==> src/rtl/raptor64_shift_sched_if.sv <==
// ---------------------------------------------------------------------------
// raptor64_shift_sched_if
//   Bundle of every non-clock signal around the shift scheduler.
//   Requester side : req/op/a/b/mask per requester in, done/res/busy/gnt out.
//   Shifter side   : sh_op/sh_a/sh_b/sh_mask to the shifter, sh_res back.
//   Modports:
//     slave  - the scheduler itself
//     master - everything around it (requesters and the shifter instance)
// ---------------------------------------------------------------------------
`timescale 1ns/1ps
interface raptor64_shift_sched_if #(
  parameter int WID   = 64,
  parameter int AMT_W = 6
);
  // requester 0
  logic             req0_i;
  logic [2:0]       op0_i;
  logic [WID-1:0]   a0_i;
  logic [AMT_W-1:0] b0_i;
  logic [WID-1:0]   mask0_i;
  // requester 1
  logic             req1_i;
  logic [2:0]       op1_i;
  logic [WID-1:0]   a1_i;
  logic [AMT_W-1:0] b1_i;
  logic [WID-1:0]   mask1_i;
  // completion / status
  logic             done0_o;
  logic             done1_o;
  logic [WID-1:0]   res_o;
  logic             busy_o;
  logic             gnt_o;
  // shifter connection
  logic [2:0]       sh_op_o;
  logic [WID-1:0]   sh_a_o;
  logic [AMT_W-1:0] sh_b_o;
  logic [WID-1:0]   sh_mask_o;
  logic [WID-1:0]   sh_res_i;

  modport slave (
    input  req0_i, op0_i, a0_i, b0_i, mask0_i,
    input  req1_i, op1_i, a1_i, b1_i, mask1_i,
    input  sh_res_i,
    output done0_o, done1_o, res_o, busy_o, gnt_o,
    output sh_op_o, sh_a_o, sh_b_o, sh_mask_o
  );

  modport master (
    output req0_i, op0_i, a0_i, b0_i, mask0_i,
    output req1_i, op1_i, a1_i, b1_i, mask1_i,
    output sh_res_i,
    input  done0_o, done1_o, res_o, busy_o, gnt_o,
    input  sh_op_o, sh_a_o, sh_b_o, sh_mask_o
  );
endinterface

==> src/rtl/raptor64_shift_sched.sv <==
// ---------------------------------------------------------------------------
// raptor64_shift_sched
//   Round-robin scheduler sharing one combinational 64-bit shift/rotate unit
//   between the integer execute stage (requester 0) and the bitfield /
//   multiply-assist unit (requester 1).
//   Flow: IDLE/DONE accept -> EXEC (shifter evaluates registered operands,
//   result captured) -> DONE (one-cycle done pulse for the served requester).
//   Ports:
//     clk_i  - clock, rising edge
//     rst_ni - asynchronous active-low reset
//     bus    - raptor64_shift_sched_if.slave: requests, operands, done pulses,
//              shared result, busy/grant status and the shifter connection
// ---------------------------------------------------------------------------
`timescale 1ns/1ps
module raptor64_shift_sched #(
  parameter int WID   = 64,
  parameter int AMT_W = 6
) (
  input  logic                   clk_i,
  input  logic                   rst_ni,
  raptor64_shift_sched_if.slave  bus
);

  typedef enum logic [1:0] {ST_IDLE, ST_EXEC, ST_DONE} state_e;

  state_e           state_q, state_d;
  logic             gnt_q,   gnt_d;    // doubles as last_grant
  logic [2:0]       op_q,    op_d;
  logic [WID-1:0]   a_q,     a_d;
  logic [AMT_W-1:0] b_q,     b_d;
  logic [WID-1:0]   mask_q,  mask_d;
  logic [WID-1:0]   res_q,   res_d;

  logic elig0, elig1, cand0, cand1, accept, pick;

  // Arbitration. In DONE the requester just served is still holding req for
  // one more cycle, so it is masked out; only the other side can be taken.
  always_comb begin
    elig0  = (state_q == ST_IDLE) || ((state_q == ST_DONE) && (gnt_q != 1'b0));
    elig1  = (state_q == ST_IDLE) || ((state_q == ST_DONE) && (gnt_q != 1'b1));
    cand0  = bus.req0_i & elig0;
    cand1  = bus.req1_i & elig1;
    accept = cand0 | cand1;
    // On a tie the last-served requester loses; otherwise take whoever asks.
    pick   = (cand0 & cand1) ? ~gnt_q : cand1;
  end

  // NOTE: every variable gets its hold value first, so no path through the
  // case statement leaves one unassigned and no latch is inferred.
  always_comb begin
    state_d = state_q;
    gnt_d   = gnt_q;
    op_d    = op_q;
    a_d     = a_q;
    b_d     = b_q;
    mask_d  = mask_q;
    res_d   = res_q;
    unique case (state_q)
      ST_IDLE, ST_DONE: begin
        state_d = ST_IDLE;
        if (accept) begin
          state_d = ST_EXEC;
          gnt_d   = pick;
          op_d    = pick ? bus.op1_i   : bus.op0_i;
          a_d     = pick ? bus.a1_i    : bus.a0_i;
          b_d     = pick ? bus.b1_i    : bus.b0_i;
          mask_d  = pick ? bus.mask1_i : bus.mask0_i;
        end
      end
      ST_EXEC: begin
        // Ops 6 and 7 are undefined for the shifter; complete them with zero.
        res_d   = (op_q[2] & op_q[1]) ? '0 : bus.sh_res_i;
        state_d = ST_DONE;
      end
      default: state_d = ST_IDLE;
    endcase
  end

  // NOTE: the operand registers are reset too, because they drive the
  // shifter directly and its inputs must read zero out of reset.
  always_ff @(posedge clk_i or negedge rst_ni) begin
    if (!rst_ni) begin
      state_q <= ST_IDLE;
      gnt_q   <= 1'b1;
      op_q    <= '0;
      a_q     <= '0;
      b_q     <= '0;
      mask_q  <= '0;
      res_q   <= '0;
    end else begin
      // NOTE: non-blocking so every flop samples pre-edge values.
      state_q <= state_d;
      gnt_q   <= gnt_d;
      op_q    <= op_d;
      a_q     <= a_d;
      b_q     <= b_d;
      mask_q  <= mask_d;
      res_q   <= res_d;
    end
  end

  assign bus.done0_o   = (state_q == ST_DONE) && !gnt_q;
  assign bus.done1_o   = (state_q == ST_DONE) &&  gnt_q;
  assign bus.busy_o    = (state_q == ST_EXEC);
  assign bus.gnt_o     = gnt_q;
  assign bus.res_o     = res_q;
  assign bus.sh_op_o   = op_q;
  assign bus.sh_a_o    = a_q;
  assign bus.sh_b_o    = b_q;
  assign bus.sh_mask_o = mask_q;

endmodule

==> src/flat_wrapper.sv <==
// flat-port wrapper written by rule: the top's interface ports become plain ports
module raptor64_shift_sched_flat 
#(
  parameter int WID   = 64,
  parameter int AMT_W = 6
)
  (clk_i, rst_ni, bus_req0_i, bus_op0_i, bus_a0_i, bus_b0_i, bus_mask0_i, bus_req1_i, bus_op1_i, bus_a1_i, bus_b1_i, bus_mask1_i, bus_sh_res_i, bus_done0_o, bus_done1_o, bus_res_o, bus_busy_o, bus_gnt_o, bus_sh_op_o, bus_sh_a_o, bus_sh_b_o, bus_sh_mask_o);
  raptor64_shift_sched_if #(.WID(WID), .AMT_W(AMT_W)) bus_i ();
  input  logic clk_i;
  input  logic rst_ni;
  input wire logic [$bits(bus_i.req0_i)-1:0] bus_req0_i;
  input wire logic [$bits(bus_i.op0_i)-1:0] bus_op0_i;
  input wire logic [$bits(bus_i.a0_i)-1:0] bus_a0_i;
  input wire logic [$bits(bus_i.b0_i)-1:0] bus_b0_i;
  input wire logic [$bits(bus_i.mask0_i)-1:0] bus_mask0_i;
  input wire logic [$bits(bus_i.req1_i)-1:0] bus_req1_i;
  input wire logic [$bits(bus_i.op1_i)-1:0] bus_op1_i;
  input wire logic [$bits(bus_i.a1_i)-1:0] bus_a1_i;
  input wire logic [$bits(bus_i.b1_i)-1:0] bus_b1_i;
  input wire logic [$bits(bus_i.mask1_i)-1:0] bus_mask1_i;
  input wire logic [$bits(bus_i.sh_res_i)-1:0] bus_sh_res_i;
  output wire logic [$bits(bus_i.done0_o)-1:0] bus_done0_o;
  output wire logic [$bits(bus_i.done1_o)-1:0] bus_done1_o;
  output wire logic [$bits(bus_i.res_o)-1:0] bus_res_o;
  output wire logic [$bits(bus_i.busy_o)-1:0] bus_busy_o;
  output wire logic [$bits(bus_i.gnt_o)-1:0] bus_gnt_o;
  output wire logic [$bits(bus_i.sh_op_o)-1:0] bus_sh_op_o;
  output wire logic [$bits(bus_i.sh_a_o)-1:0] bus_sh_a_o;
  output wire logic [$bits(bus_i.sh_b_o)-1:0] bus_sh_b_o;
  output wire logic [$bits(bus_i.sh_mask_o)-1:0] bus_sh_mask_o;
  assign bus_i.req0_i = bus_req0_i;
  assign bus_i.op0_i = bus_op0_i;
  assign bus_i.a0_i = bus_a0_i;
  assign bus_i.b0_i = bus_b0_i;
  assign bus_i.mask0_i = bus_mask0_i;
  assign bus_i.req1_i = bus_req1_i;
  assign bus_i.op1_i = bus_op1_i;
  assign bus_i.a1_i = bus_a1_i;
  assign bus_i.b1_i = bus_b1_i;
  assign bus_i.mask1_i = bus_mask1_i;
  assign bus_i.sh_res_i = bus_sh_res_i;
  assign bus_done0_o = bus_i.done0_o;
  assign bus_done1_o = bus_i.done1_o;
  assign bus_res_o = bus_i.res_o;
  assign bus_busy_o = bus_i.busy_o;
  assign bus_gnt_o = bus_i.gnt_o;
  assign bus_sh_op_o = bus_i.sh_op_o;
  assign bus_sh_a_o = bus_i.sh_a_o;
  assign bus_sh_b_o = bus_i.sh_b_o;
  assign bus_sh_mask_o = bus_i.sh_mask_o;
  raptor64_shift_sched #(.WID(WID), .AMT_W(AMT_W)) u_core (.clk_i(clk_i), .rst_ni(rst_ni), .bus(bus_i));
endmodule
==> config.mk <==
export PLATFORM = sky130hd
export DESIGN_NAME = raptor64_shift_sched_flat
export DESIGN_NICKNAME = d
export VERILOG_FILES = /design/src/rtl/raptor64_shift_sched_if.sv /design/src/rtl/raptor64_shift_sched.sv /design/src/flat_wrapper.sv
export SDC_FILE = /design/constraint.sdc
export NUM_CORES = 1
export LEC_CHECK = 0
export CAP_MARGIN = 15
export CORE_AREA = 2 2 214 216
export DETAILED_ROUTE_END_ITERATION = 10
export DIE_AREA = 0 0 216 218
export SYNTH_ARGS = -nofsm -noshare
export SYNTH_HDL_FRONTEND = slang
export SYNTH_SLANG_ARGS = --single-unit
==> constraint.sdc <==
create_clock -name clk_i -period 2 [get_ports clk_i]
set_clock_uncertainty 0.2 [all_clocks]
set_input_delay 0.3 -clock clk_i [delete_from_list [all_inputs] [get_ports clk_i]]
set_output_delay 0.3 -clock clk_i [all_outputs]
set_load 0.005 [all_outputs]
After elaboration in Yosys (flattened, before gate mapping)
Cells that the tools add are included.

Bits in registers: 204. Output and inout port bits: 205. Logic and storage cells: 32.

Eq/ne operators: 2. Multiplexer cells: 8. Bitwise gates (word level): 6. Reduce and logical (&&, ||, !) cells: 9.

Operators by type and width (count): 2-to-1 mux 64 bit (3); 2-to-1 mux 6 bit (1); bitwise AND 1 bit (4); case mux 2 bit (2 select lines) (1); logical AND 1 bit (3); 2-to-1 mux 3 bit (1); == test 2 x 1 -> 1 bit (second input constant) (1); == test 2 bit (second input constant) (1); zero test 2 bit (1); logical OR 1 bit (2); 2-to-1 mux 1 bit (2); AND reduction 2 bit (1); OR reduction 2 bit (1); zero test 1 bit (1); NOT 1 bit (1); bitwise OR 1 bit (1).

Longest topological paths before layout
Depth after elaboration: 7. Depth in mapped cells: 6. Gate-level depth less buffers: 4.

Least setup slack after synthesis
Ideal clock, no wire load.

Path type: register -> register. Start: reg u_core.gnt_q, in the netlist u_core.bus.gnt_o. End: reg u_core.a_q[12], in the netlist u_core.bus.sh_a_o[12]. Library setup time: 125 ps. Data arrival time: 1795 ps. Required time: 1675 ps. Slack: -120 ps. Cell stages (with the launch flop): 7. Path buffers: 2. Clock period less this slack: 2120 ps. Cell sequence: dfstp_2 nand2b_1 a21oi_1 a311oi_4 buf_12 buf_12 mux2_4.

Word-level cells in the longest chain between the ends: 7.

RTL lines: start, declared (line raptor64_shift_sched.sv:27) `logic gnt_q, gnt_d;`; start signal, assigned (line raptor64_shift_sched.sv:93) `gnt_q <= gnt_d;`; NOT 1 bit (line raptor64_shift_sched.sv:40, raptor64_shift_sched.sv:45); logical AND 1 bit (line raptor64_shift_sched.sv:40) `elig1 = (state_q == ST_IDLE) || ((state_q == ST_DONE) && (gnt_q != 1'b1));`; logical OR 1 bit (line raptor64_shift_sched.sv:40); bitwise AND 1 bit (line raptor64_shift_sched.sv:42) `cand1 = bus.req1_i & elig1;`; bitwise AND 1 bit (line raptor64_shift_sched.sv:45) `pick = (cand0 & cand1) ? ~gnt_q : cand1;`; 2-to-1 mux 1 bit (line raptor64_shift_sched.sv:45); 2-to-1 mux 64 bit (line raptor64_shift_sched.sv:65) `a_d = pick ? bus.a1_i : bus.a0_i;`; end signal, assigned (line raptor64_shift_sched.sv:86) `a_q <= '0;`; end signal, assigned (line raptor64_shift_sched.sv:95) `a_q <= a_d;`; end, declared (line raptor64_shift_sched.sv:29) `logic [WID-1:0] a_q, a_d;`.

Parallel ways exist; a longest one is shown, timed or not. A chain may end at the register's enable or synchronous reset.

Worst setup path in the final report
Start: reg u_core.gnt_q, in the netlist u_core.bus.gnt_o. End: reg u_core.a_q[13], in the netlist u_core.bus.sh_a_o[13].

Same word-level chain as after synthesis.

==> impl_metrics.tcl <==
set metrics [dict create \
    grt_pass1_vias 8317 \
    path_class "register to register" \
    ios 547 \
    netlist_area_um2 9620 \
    power.density_nw_per_um2 1448 \
    outcome "complete, but fails checks" \
    drive_above_1_share 0.3232 \
    via_per_inst 4.078 \
    p_sw_uw 7192 \
    yosysUniqueCellTypes 21 \
    post_layout_nonfiller_instances 1819 \
    rsz0062_at_grt "yes" \
    dp_hpwl_um 24880 \
    track_usage 0.1331 \
    wl_per_cell_um 18.30 \
    cts-buffers-inserted 25 \
    hold_class "input port to async pin" \
    gp_congestion 0.7747 \
    dieArea_um2 47090 \
    htreeDepth 1 \
    clock_sinks 204 \
    seqPwrFrac 0.298 \
    pwr-share-clk 0.175 \
    finalHoldViolations 0 \
    path_clk_slew_ps 60 \
    fin_crit_sh 1.068 \
    synth_edf_count 0 \
    tns_ps -14070 \
    die_w_um 216 \
    core-area_um2 44890 \
    start_util 0.2143 \
    final_util 0.3839 \
    ys.flop_type "dfrtp_1" \
    seq_area_frac_synth 0.5308 \
    slowest_delay_ps 550 \
    max_freq_mhz 468.0 \
    synth-async-reset-ratio 1.000 \
    portBuffers 546 \
    grt_max_degree 65 \
    grt.overflow.total 0 \
    slew_headroom 0.5587 \
    power.leakage_uw 0.007361 \
    critPathLaunchType "register" \
    vias 7418 \
    insertion_delay_ps 540 \
    violations "setup timing" \
    final-seq-area_um2 5107 \
    cts_buffer_depth 3 \
    diodes 0 \
    die_y_um 218 \
    final_nets 1547 \
    tightest_slew_ps 661.9 \
    cts_tree "yes" \
    multi_input_area_um2 4253 \
    area_growth_pct 79.13 \
    first_iter_violations 197 \
    first_pass_iters 4 \
    cp.arrival_ps 2350 \
    finalMaxSlewViolations 0 \
    antenna_found_initial 0 \
    p_comb_frac 0.527 \
    setup_viol 137 \
    worst_setup_path_end_kind "register" \
    crit_fanout 12 \
    netlist_instances 599 \
    syn_nets 941 \
    finalPower_uw 24950 \
    ys_warn_count 0 \
    dp_cells 1767 \
    finalWorstSetupSlack_ps -136.7 \
    grt_pass1_wl_um 49160 \
    ir_drop_mv 0.6588 \
    required_ps 2210 \
    nFillCells 4331 \
    cpMaxStageDelayCell "dfstp_2" \
    pre_cts_slack_ps -517.3 \
    p_int_uw 17760 \
    cp_cell_sequence "nand2b_4, a21oi_4, a311oi_4, buf_6, clkbuf_16, buf_12, mux2_4" \
    drc 0 \
    drt-total-wl_um 33290 \
    drtAntennaViolNets 0 \
    cap_violations 0 \
    rows 78 \
    netSwitchingFraction 0.2882 \
    period_minus_slack_ps 2137 \
    synth-seq-cells 204 \
    syn_avg_cell_area_um2 16.06 \
    cts-root-buf "clkbuf_16" \
]
path summary, 6_finish.rpt:
path                                     start  slack (ps)  cells after the start                    end
setup / recovery              u_core.bus.gnt_o        -140                      7  u_core.bus.sh_a_o[13]
hold / removal                          rst_ni          60                      2   u_core.bus.res_o[37]
setup reg to reg              u_core.bus.gnt_o        -140                      7  u_core.bus.sh_a_o[13]
hold reg to reg            u_core.bus.res_o[9]         310                      1    u_core.bus.res_o[9]
max in group asynchronous               rst_ni         800                      3   u_core.bus.sh_a_o[3]
min in group clk_i            bus_sh_res_i[29]         170                      2   u_core.bus.res_o[29]
stage by stage:
step           hold WS, ps  cell area, µm²
2_1_floorplan       -195.6            9673
6_report             62.93           17230
3_5_place_dp         84.91           16170
4_1_cts              69.51           17030
3_3_place_gp         84.08           16170
5_1_grt              82.31           17230
cells by family (layout without fill, tap and decap cells):
group,Yosys count,count (layout),synth area share
AO/OA/AOI/OAI,69,69,0.06347
buffers and inverters,45,665,0.04162
flip-flops,204,204,0.5308
multiplexers,274,274,0.3597
AND/OR/NAND/NOR,7,7,0.004423
power groups by stage:
stage                     Combinational (µW)  Clock (µW)  Sequential, µW
after floorplan                         6050           0            7490
after global placement                 12500           0            7480
after detailed placement               12700           0            7460
after CTS                              12900        4510            7470
after global routing                   14000        4700            7700
final                                  13100        4360            7450
critical path: cells and delay by family, from the launching register on:
family | cells | cell delay [ps]
AND/OR/NAND/NOR | 1 | 130
flip-flops | 1 | 550
multiplexers | 1 | 310
buffers and inverters | 3 | 550
AO/OA/AOI/OAI | 2 | 270
synthesized netlist by cell type (2+ instances only):
master,count,area [µm²]
mux2_2,174,1959
a21oi_1,2,10.01
buf_8,2,30.03
mux2_4,100,1501
buf_2,15,75.07
inv_1,2,7.510
clkbuf_1,13,48.80
dfrtp_1,203,5080
nand2_1,2,7.510
nand2b_1,2,12.51
a22o_1,64,560.5
buf_12,11,220.2
repair_timing:
| action | CTS | global route |
|---|---|---|
| hold endpoints to repair | 203 | 0 |
| resized for setup | 39 | 25 |
| setup buffers | 5 | 2 |
| pin swaps | 1 | 0 |
| hold buffers | 1 | 0 |
| setup endpoints to repair | 146 | 144 |
| gates cloned | 0 | 4 |
final cells by class:
cell class,instances,area share
clock buffers,38,0.04088
clock inverters,3,0.003775
inverters,2,0.0004356
multi-input cells,350,0.2468
flip-flops and latches,204,0.2964
well taps,600,0.04356
repair buffers,622,0.3682
per-layer routing:
| metal | global-route usage | part of all wire |
|---|---|---|
| met5 | 0 | 0 |
| met2 | 0.2354 | 0.49 |
| met4 | 0.04292 | 0.024 |
| met3 | 0.04324 | 0.090 |
| met1 | 0.1516 | 0.39 |
cell usage in the layout (no fill, tap or decap), types with 3 or more instances in the layout:
cell type	count
dlygate4sd2_1	5
clkbuf_16	29
buf_4	45
clkbuf_8	4
a22o_1	64
buf_12	12
dlymetal6s2s_1	4
clkbuf_1	10
clkdlybuf4s50_1	532
buf_6	11
buf_2	3
dfrtp_1	202
mux2_2	152
mux2_4	122
registers in the layout, indices dropped and copies added, names as in the netlist:
name                  cells
u_core.bus.sh_b_o         6
u_core.bus.sh_op_o        3
u_core.state_q            2
u_core.bus.res_o         64
u_core.bus.sh_a_o        64
u_core.bus.sh_mask_o     64
u_core.bus.gnt_o          1
Power figures use the tool's default switching activity.
